===== config.mk =====
export PLATFORM = sky130hd
export DESIGN_NAME = instr_read_issuer
export DESIGN_NICKNAME = d
export VERILOG_FILES = /design/src/rtl/definitions_pkg.sv /design/src/rtl/outstanding_counter.sv /design/src/rtl/instr_read_issuer.sv
export SDC_FILE = /design/constraint.sdc
export NUM_CORES = 1
export LEC_CHECK = 0
export CORE_ASPECT_RATIO = 0.7
export CORE_MARGIN = 2
export CORE_UTILIZATION = 40
export DETAILED_ROUTE_END_ITERATION = 10
export GPL_TIMING_DRIVEN = 0
export PLACE_DENSITY = 0.8
export SLEW_MARGIN = 20
export SYNTH_ARGS = -nofsm -noshare
export SYNTH_HDL_FRONTEND = slang
export SYNTH_HIERARCHICAL = 1
export SYNTH_SLANG_ARGS = --single-unit

===== constraint.sdc =====
create_clock -name clk -period 7.2 [get_ports clk]
set_clock_uncertainty 0.1 [all_clocks]
set_input_delay 1.44 -clock clk [delete_from_list [all_inputs] [get_ports clk]]
set_output_delay 1.44 -clock clk [all_outputs]
set_load 0.02 [all_outputs]

===== src/rtl/definitions_pkg.sv =====
// Shared record types for the instruction-fetch path; the upstream FIFO
// and the read issuer both carry InstructionRead entries.
package definitions_pkg;

    typedef struct packed {
        logic [31:0] addr;
        logic [15:0] length;
        logic [7:0]  tag;
    } InstructionRead;

    localparam int INSTR_READ_W = $bits(InstructionRead);

endpackage


===== src/rtl/outstanding_counter.sv =====
// Tracks bursts accepted by memory that still await their mem_rsp_last,
// with a sticky flag for completions that arrive when nothing is pending.
module outstanding_counter #(
    parameter int MAX_OUTSTANDING = 4,
    parameter int CNT_W           = $clog2(MAX_OUTSTANDING + 1)
) (
    input  logic             clk,
    input  logic             srst,
    input  logic             inc,
    input  logic             dec,
    output logic [CNT_W-1:0] count,
    output logic             full,
    output logic             underflow
);

    always_ff @(posedge clk) begin
        if (srst) begin
            count     <= '0;
            underflow <= 1'b0;
        end else begin
            case ({inc, dec})
                2'b10: count <= count + 1'b1;
                2'b01: begin
                    if (count == '0) underflow <= 1'b1;
                    else             count     <= count - 1'b1;
                end
                default: ;
            endcase
        end
    end

    assign full = (count == CNT_W'(MAX_OUTSTANDING));

endmodule


===== src/rtl/instr_read_issuer.sv =====
// Pops InstructionRead entries and splits each into memory bursts of at most
// MAX_BURST words, throttled by the number of bursts still in flight.
module instr_read_issuer
    import definitions_pkg::*;
#(
    parameter int ADDR_W          = 32,
    parameter int MAX_BURST       = 16,
    parameter int MAX_OUTSTANDING = 4,
    parameter int WORD_BYTES      = 4
) (
    input  logic              clk,
    input  logic              srst,
    input  InstructionRead    fifo_dout,
    input  logic              fifo_empty,
    output logic              fifo_rd_en,
    output logic              mem_req_valid,
    input  logic              mem_req_ready,
    output logic [ADDR_W-1:0] mem_req_addr,
    output logic [7:0]        mem_req_len,
    output logic [7:0]        mem_req_tag,
    input  logic              mem_rsp_last,
    output logic              done_valid,
    output logic [7:0]        done_tag,
    output logic              busy,
    output logic              err_underflow
);

    localparam int CNT_W = $clog2(MAX_OUTSTANDING + 1);

    typedef enum logic [1:0] {IDLE, POP_WAIT, ISSUE} state_t;

    state_t            state;
    state_t            state_next;
    logic [ADDR_W-1:0] addr;
    logic [15:0]       remaining;
    logic [7:0]        tag;
    logic [7:0]        burst_len;
    logic              accept;
    logic              last_accept;
    logic [CNT_W-1:0]  outstanding;
    logic              full;

    assign burst_len   = (remaining > 16'(MAX_BURST)) ? 8'(MAX_BURST) : remaining[7:0];
    assign accept      = mem_req_valid & mem_req_ready;
    assign last_accept = accept && (remaining == 16'(burst_len));

    always_ff @(posedge clk) begin
        if (srst) state <= IDLE;
        else      state <= state_next;
    end

    always_comb begin
        state_next = state;
        case (state)
            IDLE:     if (!fifo_empty) state_next = POP_WAIT;
            POP_WAIT: state_next = (fifo_dout.length == 16'd0) ? IDLE : ISSUE;
            ISSUE:    if (last_accept) state_next = IDLE;
            default:  state_next = IDLE;
        endcase
    end

    always_comb begin
        fifo_rd_en    = (state == IDLE) && !fifo_empty;
        mem_req_valid = (state == ISSUE) && !full;
    end

    // Entry registers only move on capture or accept, which keeps the request stable under backpressure.
    always_ff @(posedge clk) begin
        if (srst) begin
            addr       <= '0;
            remaining  <= '0;
            tag        <= '0;
            done_valid <= 1'b0;
            done_tag   <= '0;
        end else begin
            done_valid <= 1'b0;
            if (state == POP_WAIT) begin
                addr      <= ADDR_W'(fifo_dout.addr);
                remaining <= fifo_dout.length;
                tag       <= fifo_dout.tag;
                if (fifo_dout.length == 16'd0) begin
                    done_valid <= 1'b1;
                    done_tag   <= fifo_dout.tag;
                end
            end else if (accept) begin
                remaining <= remaining - 16'(burst_len);
                addr      <= addr + ADDR_W'(burst_len) * ADDR_W'(WORD_BYTES);
                if (last_accept) begin
                    done_valid <= 1'b1;
                    done_tag   <= tag;
                end
            end
        end
    end

    outstanding_counter #(
        .MAX_OUTSTANDING(MAX_OUTSTANDING),
        .CNT_W          (CNT_W)
    ) u_outstanding (
        .clk      (clk),
        .srst     (srst),
        .inc      (accept),
        .dec      (mem_rsp_last),
        .count    (outstanding),
        .full     (full),
        .underflow(err_underflow)
    );

    assign mem_req_addr = addr;
    assign mem_req_len  = burst_len;
    assign mem_req_tag  = tag;
    assign busy         = (state != IDLE) || (outstanding != '0);

endmodule


**Word-level counts from Yosys, hierarchy flattened**

Cells that the tools add are included.

- Word-level logic and storage cells: 61
- Bits in registers: 71
- Bits of input ports: 61
- Bits in latches: 0
- Output and inout bits: 61
- Memories: 0
- Memory bits (read-only): 0
- RAM bits: 0

- Shifts and indexed selects: 0
- Divide/modulo/power cells: 0
- Add/subtract/negate cells: 4
- Order comparisons: 1
- Multiplexer cells: 19
- Multiply operators: 0
- Reduce and logical (&&, ||, !) cells: 18
- Bitwise logic cells: 1
- Eq/ne operators: 10

Operator list:

| operator | number |
|---|---|
| $mux W32 | 2 |
| $mux W8 | 5 |
| $add A32 B10 Y32 | 1 |
| $mux W16 | 2 |
| $eq A16 B8 Y1 | 1 |
| $gt A16 B5 Y1 const B | 1 |
| $logic_not A16 Y1 | 1 |
| $sub A16 B8 Y16 | 1 |
| $ne A2 B2 Y1 const B | 4 |
| $reduce_bool A2 Y1 | 4 |
| $mux W2 | 3 |
| $pmux W2 S3 | 1 |
| $pmux W3 S2 | 1 |
| $reduce_and A2 Y1 | 3 |
| $eq A2 B1 Y1 const B | 2 |
| $eq A2 B2 Y1 const B | 2 |
| $mux W1 | 4 |
| $add A3 B1 Y3 const B | 1 |
| $eq A3 B3 Y1 const B | 1 |
| $logic_and A1 B1 Y1 | 3 |
| $logic_not A3 Y1 | 1 |
| $mux W3 | 1 |
| $reduce_and A3 Y1 | 1 |
| $reduce_bool A3 Y1 | 1 |
| other kinds (5) | 6 |

**Longest topological paths before layout**

- Depth after elaboration: 8
- Mapped depth: 12
- Gate-level depth less buffers: 10

**By module**

The synthesis kept the hierarchy.

By module, submodules not included:

| module | times used | cells an instance | area each (um^2) | sequential area each (um^2) |
|---|---|---|---|---|
| instr_read_issuer | 1 | 491 | 3789.9 | 1341.3 |
| outstanding_counter | 1 | 28 | 271.5 | 80.1 |

**Worst setup path before layout**

Ideal clock, no wire load.

- Kind: input-to-output
- Start: input fifo_empty
- End: output fifo_rd_en
- Cell stages on the path: 1
- Arrival time: 1895 ps
- Path buffers: 0
- Required time: 5660 ps
- Setup slack: 3765 ps
- Cells stage by stage: nor3_1

- Cells in the longest elaborated chain, start to end: 2

Ends and longest elaborated chain:

| item | RTL line | RTL |
|---|---|---|
| start, declared | instr_read_issuer.sv:14 | `input logic fifo_empty,` |
| $logic_not A1 Y1 | instr_read_issuer.sv:63 | `fifo_rd_en = (state == IDLE) && !fifo_empty;` |
| $logic_and A1 B1 Y1 | instr_read_issuer.sv:63 |  |
| end, declared | instr_read_issuer.sv:15 | `output logic fifo_rd_en,` |

No other way between the ends.

**Worst setup path after layout**

- Start: register remaining[8]
- End: output mem_req_len[1]

- Cells in the longest elaborated chain, start to end: 2

Ends and longest elaborated chain:

| item | RTL line | RTL |
|---|---|---|
| start, declared | instr_read_issuer.sv:35 | `logic [15:0] remaining;` |
| start signal, assigned | instr_read_issuer.sv:79 | `remaining <= fifo_dout.length;` |
| start signal, assigned | instr_read_issuer.sv:86 | `remaining <= remaining - 16'(burst_len);` |
| $gt A16 B5 Y1 | instr_read_issuer.sv:43 | `assign burst_len = (remaining > 16'(MAX_BURST)) ? 8'(MAX_BURST) : remaining[7:0];` |
| $mux W8 | instr_read_issuer.sv:43 |  |
| end, declared | instr_read_issuer.sv:19 | `output logic [7:0] mem_req_len,` |

No other way between the ends.

==> flow_metrics.py <==
metrics = {
    "status": {
        "outcome": "finished, final reports clean",
    },
    "timing": {
        "min_period_ns": 4.37,
        "tightest_slew_ns": 1.01,
        "hold_slack_ns": 0.358,
        "hold_viol": 0,
        "period_share": 0.607,
        "setup_viol": 0,
        "max_slew_margin": 0.328,
        "slew_violations": 0,
        "rsz0062_at_grt": "no",
        "fmax_mhz": 229,
        "final.setup.tns_ns": 0,
    },
    "cts": {
        "clk_pin_slew_ns": 0.06,
        "clockRootBuffer": "clkbuf_16",
        "hold_buffers": 0,
        "clk_path_buf_depth": 2,
        "cts_max_level": 3,
        "clock_sinks": 71,
        "numCtsBuffers": 9,
        "clock_latency_ns": 0.34,
        "cts_resized": 0,
        "cts_setup_buffers": 0,
        "cts_tree": "done",
    },
    "detailed_routing": {
        "drtIter0Drc": 570,
        "routed_wirelength_mm": 14.2,
        "remaining_drc_errors": 0,
        "via_count": 4770,
        "dr.pass1.iters": 5,
        "routed_via_density": 6.08,
        "wl_per_cell_um": 18.1,
        "ant_nets": 0,
    },
    "layout": {
        "final_cell_mix": "clkdlybuf4s50_1 (117), nand2_1 (76), dfxtp_1 (71), a21oi_1 (50), o21ai_0 (36)",
        "synthToLayoutAreaGrowth_pct": 40.0,
        "nNetsFinal": 724,
        "regArea_um2": 1420,
        "layout-drive-gt1-share": 0.0533,
        "antenna_cells": 0,
        "fillers": 867,
        "multiInputGateArea_um2": 2480,
        "final_common_cell": "clkdlybuf4s50_1",
    },
    "floorplan": {
        "std_cell_rows": 30,
        "coreArea_um2": 9800,
        "pin_count": 122,
        "initial_utilization": 0.415,
        "dieArea_um2": 11000,
        "die-height_um": 88.3,
        "fp.dieW_um": 124,
    },
    "critical_path": {
        "crit_arrival_ns": 2.83,
        "cp-end-kind": "output port",
        "rr_worst_depth": 10,
        "r2r_end": "mem_req_addr[19]$_SDFFE_PP0P_",
        "cp-endpoint": "mem_req_len[1]",
        "cp_data_required_time_ns": 5.66,
        "worstReg2RegStart": "remaining[8]$_SDFFE_PP0P_",
        "rrSetupSlack_ns": 3.25,
        "path_max_fanout": 8,
        "cp-start-kind": "flip-flop",
        "worstSetupStartpoint": "remaining[8]$_SDFFE_PP0P_",
        "path_class": "flip-flop to output port",
    },
    "power_and_ir_drop": {
        "ir_worst_vdd_mv": 0.0993,
        "pwr_density_cell_nw_per_um2": 202,
        "p_comb_frac": 0.247,
        "p_seq_frac": 0.388,
        "p_leak_uw": 0.00201,
        "p_int_uw": 794,
        "switchingPower_uw": 354,
        "clkPwrFrac": 0.365,
        "sw_frac_of_total": 0.308,
    },
    "hold_path": {
        "min_from": "mem_req_addr[0]$_SDFFE_PP0P_",
        "min_path_type": "flip-flop to flip-flop",
    },
    "grt": {
        "antenna_found_initial": 0,
        "grt_pass1_wl_mm": 22.1,
        "track_usage": 0.253,
        "grt_pass1_vias": 4355,
        "grt_max_degree": 17,
        "overflow": 0,
    },
    "logic_synthesis": {
        "synth_top_area_share": 0.350,
        "synthFlopType": "dfxtp_1",
        "synth_area_leaders": "dfxtp_1 (35%), nand2_1 (7.0%), a21oi_1 (6.2%), o21ai_0 (4.4%), ha_1 (3.1%)",
        "syn-cell-area_um2": 4060,
        "synth_enable_flop_cells": 0,
        "seq_area_frac_synth": 0.350,
        "yosys.area.top_type": "dfxtp_1",
        "ys_ff_latch": 71,
        "synth_area_per_cell_um2": 7.83,
        "synth_cells": 519,
        "synthArstFlopShare": 0,
        "yosysWarnings": 6,
        "post_synth_num_cell_types": 70,
    },
    "placement": {
        "gp_congestion": 0.953,
        "io_buffers": 117,
        "dp_hpwl_mm": 10.5,
    },
    "run": {
        "drv_cap": 0,
    },
}
## cells by family after synthesis
logic type	after synthesis	synth area share
compound gates	166	0.260
xor+xnor	14	0.0302
fa+ha+maj	11	0.0357
flops	71	0.350
buf+inv	42	0.0431
simple gates	210	0.271
other cells	2	0.00185
mux	3	0.00770
## critical path: stages (launching register included)
cell,delay [ns]
dfxtp_1,0.36
or4_1,0.52
buf_2,0.18
nor4_2,0.50
and2_1,0.29
clkdlybuf4s50_1,0.63
## cells in the mapped netlist (all sizes together) (2+ instances only)
cell / instances
ha: 10
nand2: 76
buf: 8
a31oi: 17
and2: 7
nor4b: 2
nor2: 22
clkbuf: 26
o21a: 2
or2: 2
mux2i: 2
conb: 2
a211o: 2
a2bb2oi: 2
a21o: 5
nand4: 13
or4: 10
inv: 7
and3: 12
nand3b: 4
nand3: 17
nor2b: 3
a21oi: 51
xnor2: 9
o22ai: 7
xor2: 5
and4: 2
o21ai: 38
dfxtp: 71
o211ai: 9
a2111oi: 3
o311ai: 3
nor3: 11
a211oi: 5
o31ai: 4
a22oi: 3
nand2b: 3
nor4: 12
or3: 11
a221oi: 3
a311oi: 2
## sequential cells by signal (all words and copies together) (netlist names)
register,cells
mem_req_tag,8
u_outstanding/count,3
done_valid,1
state,2
mem_req_addr,32
u_outstanding/underflow,1
done_tag,8
remaining,16
## power groups by stage
| stage | sequential, µW | clock, µW | combinational (µW) |
|---|---|---|---|
| after floorplan | 466 | 0 | 142 |
| after global placement | 451 | 0 | 272 |
| after detailed placement | 453 | 0 | 277 |
| after CTS | 444 | 421 | 279 |
| after global routing | 449 | 438 | 306 |
| final | 446 | 419 | 284 |
## final cells by class
cell class,count,area share
plain buffers,34,0.0255
well taps,128,0.0282
repair buffers,117,0.206
inverters,8,0.00528
multi-input cells,411,0.437
clock inverters,4,0.00352
clock buffers,12,0.0451
flip-flops and latches,71,0.250
## how the worst min path moves through the flow
stage / endpoint / cells after the start
floorplan: remaining[0]$_SDFFE_PP0P_ / 2
global placement: mem_req_addr[0]$_SDFFE_PP0P_ / 2
detailed placement: mem_req_addr[0]$_SDFFE_PP0P_ / 2
CTS: mem_req_addr[0]$_SDFFE_PP0P_ / 2
global route: mem_req_addr[0]$_SDFFE_PP0P_ / 2
finish: mem_req_addr[0]$_SDFFE_PP0P_ / 2
## layer usage
layer  GRT usage  routed length (µm)
met5           0                   0
met2       0.394                6250
met3      0.0907                1770
met1       0.336                5960
met4      0.0664                 209
## stage by stage
step | total power [µW] | cell area (µm²) | instances | utilization | setup WS [ns]
2_1_floorplan | 608 | 4080 | 524 | - | 3.76
3_3_place_gp | 723 | 5410 | 769 | 0.552 | 3.00
3_5_place_dp | 730 | 5410 | 769 | 0.552 | 2.94
4_1_cts | 1140 | 5690 | 785 | 0.581 | 2.83
5_1_grt | 1190 | 5690 | 785 | 0.581 | 2.73
6_report | 1150 | 5690 | 785 | 0.581 | 2.83
No activity file was read; power rests on OpenSTA's default activity.
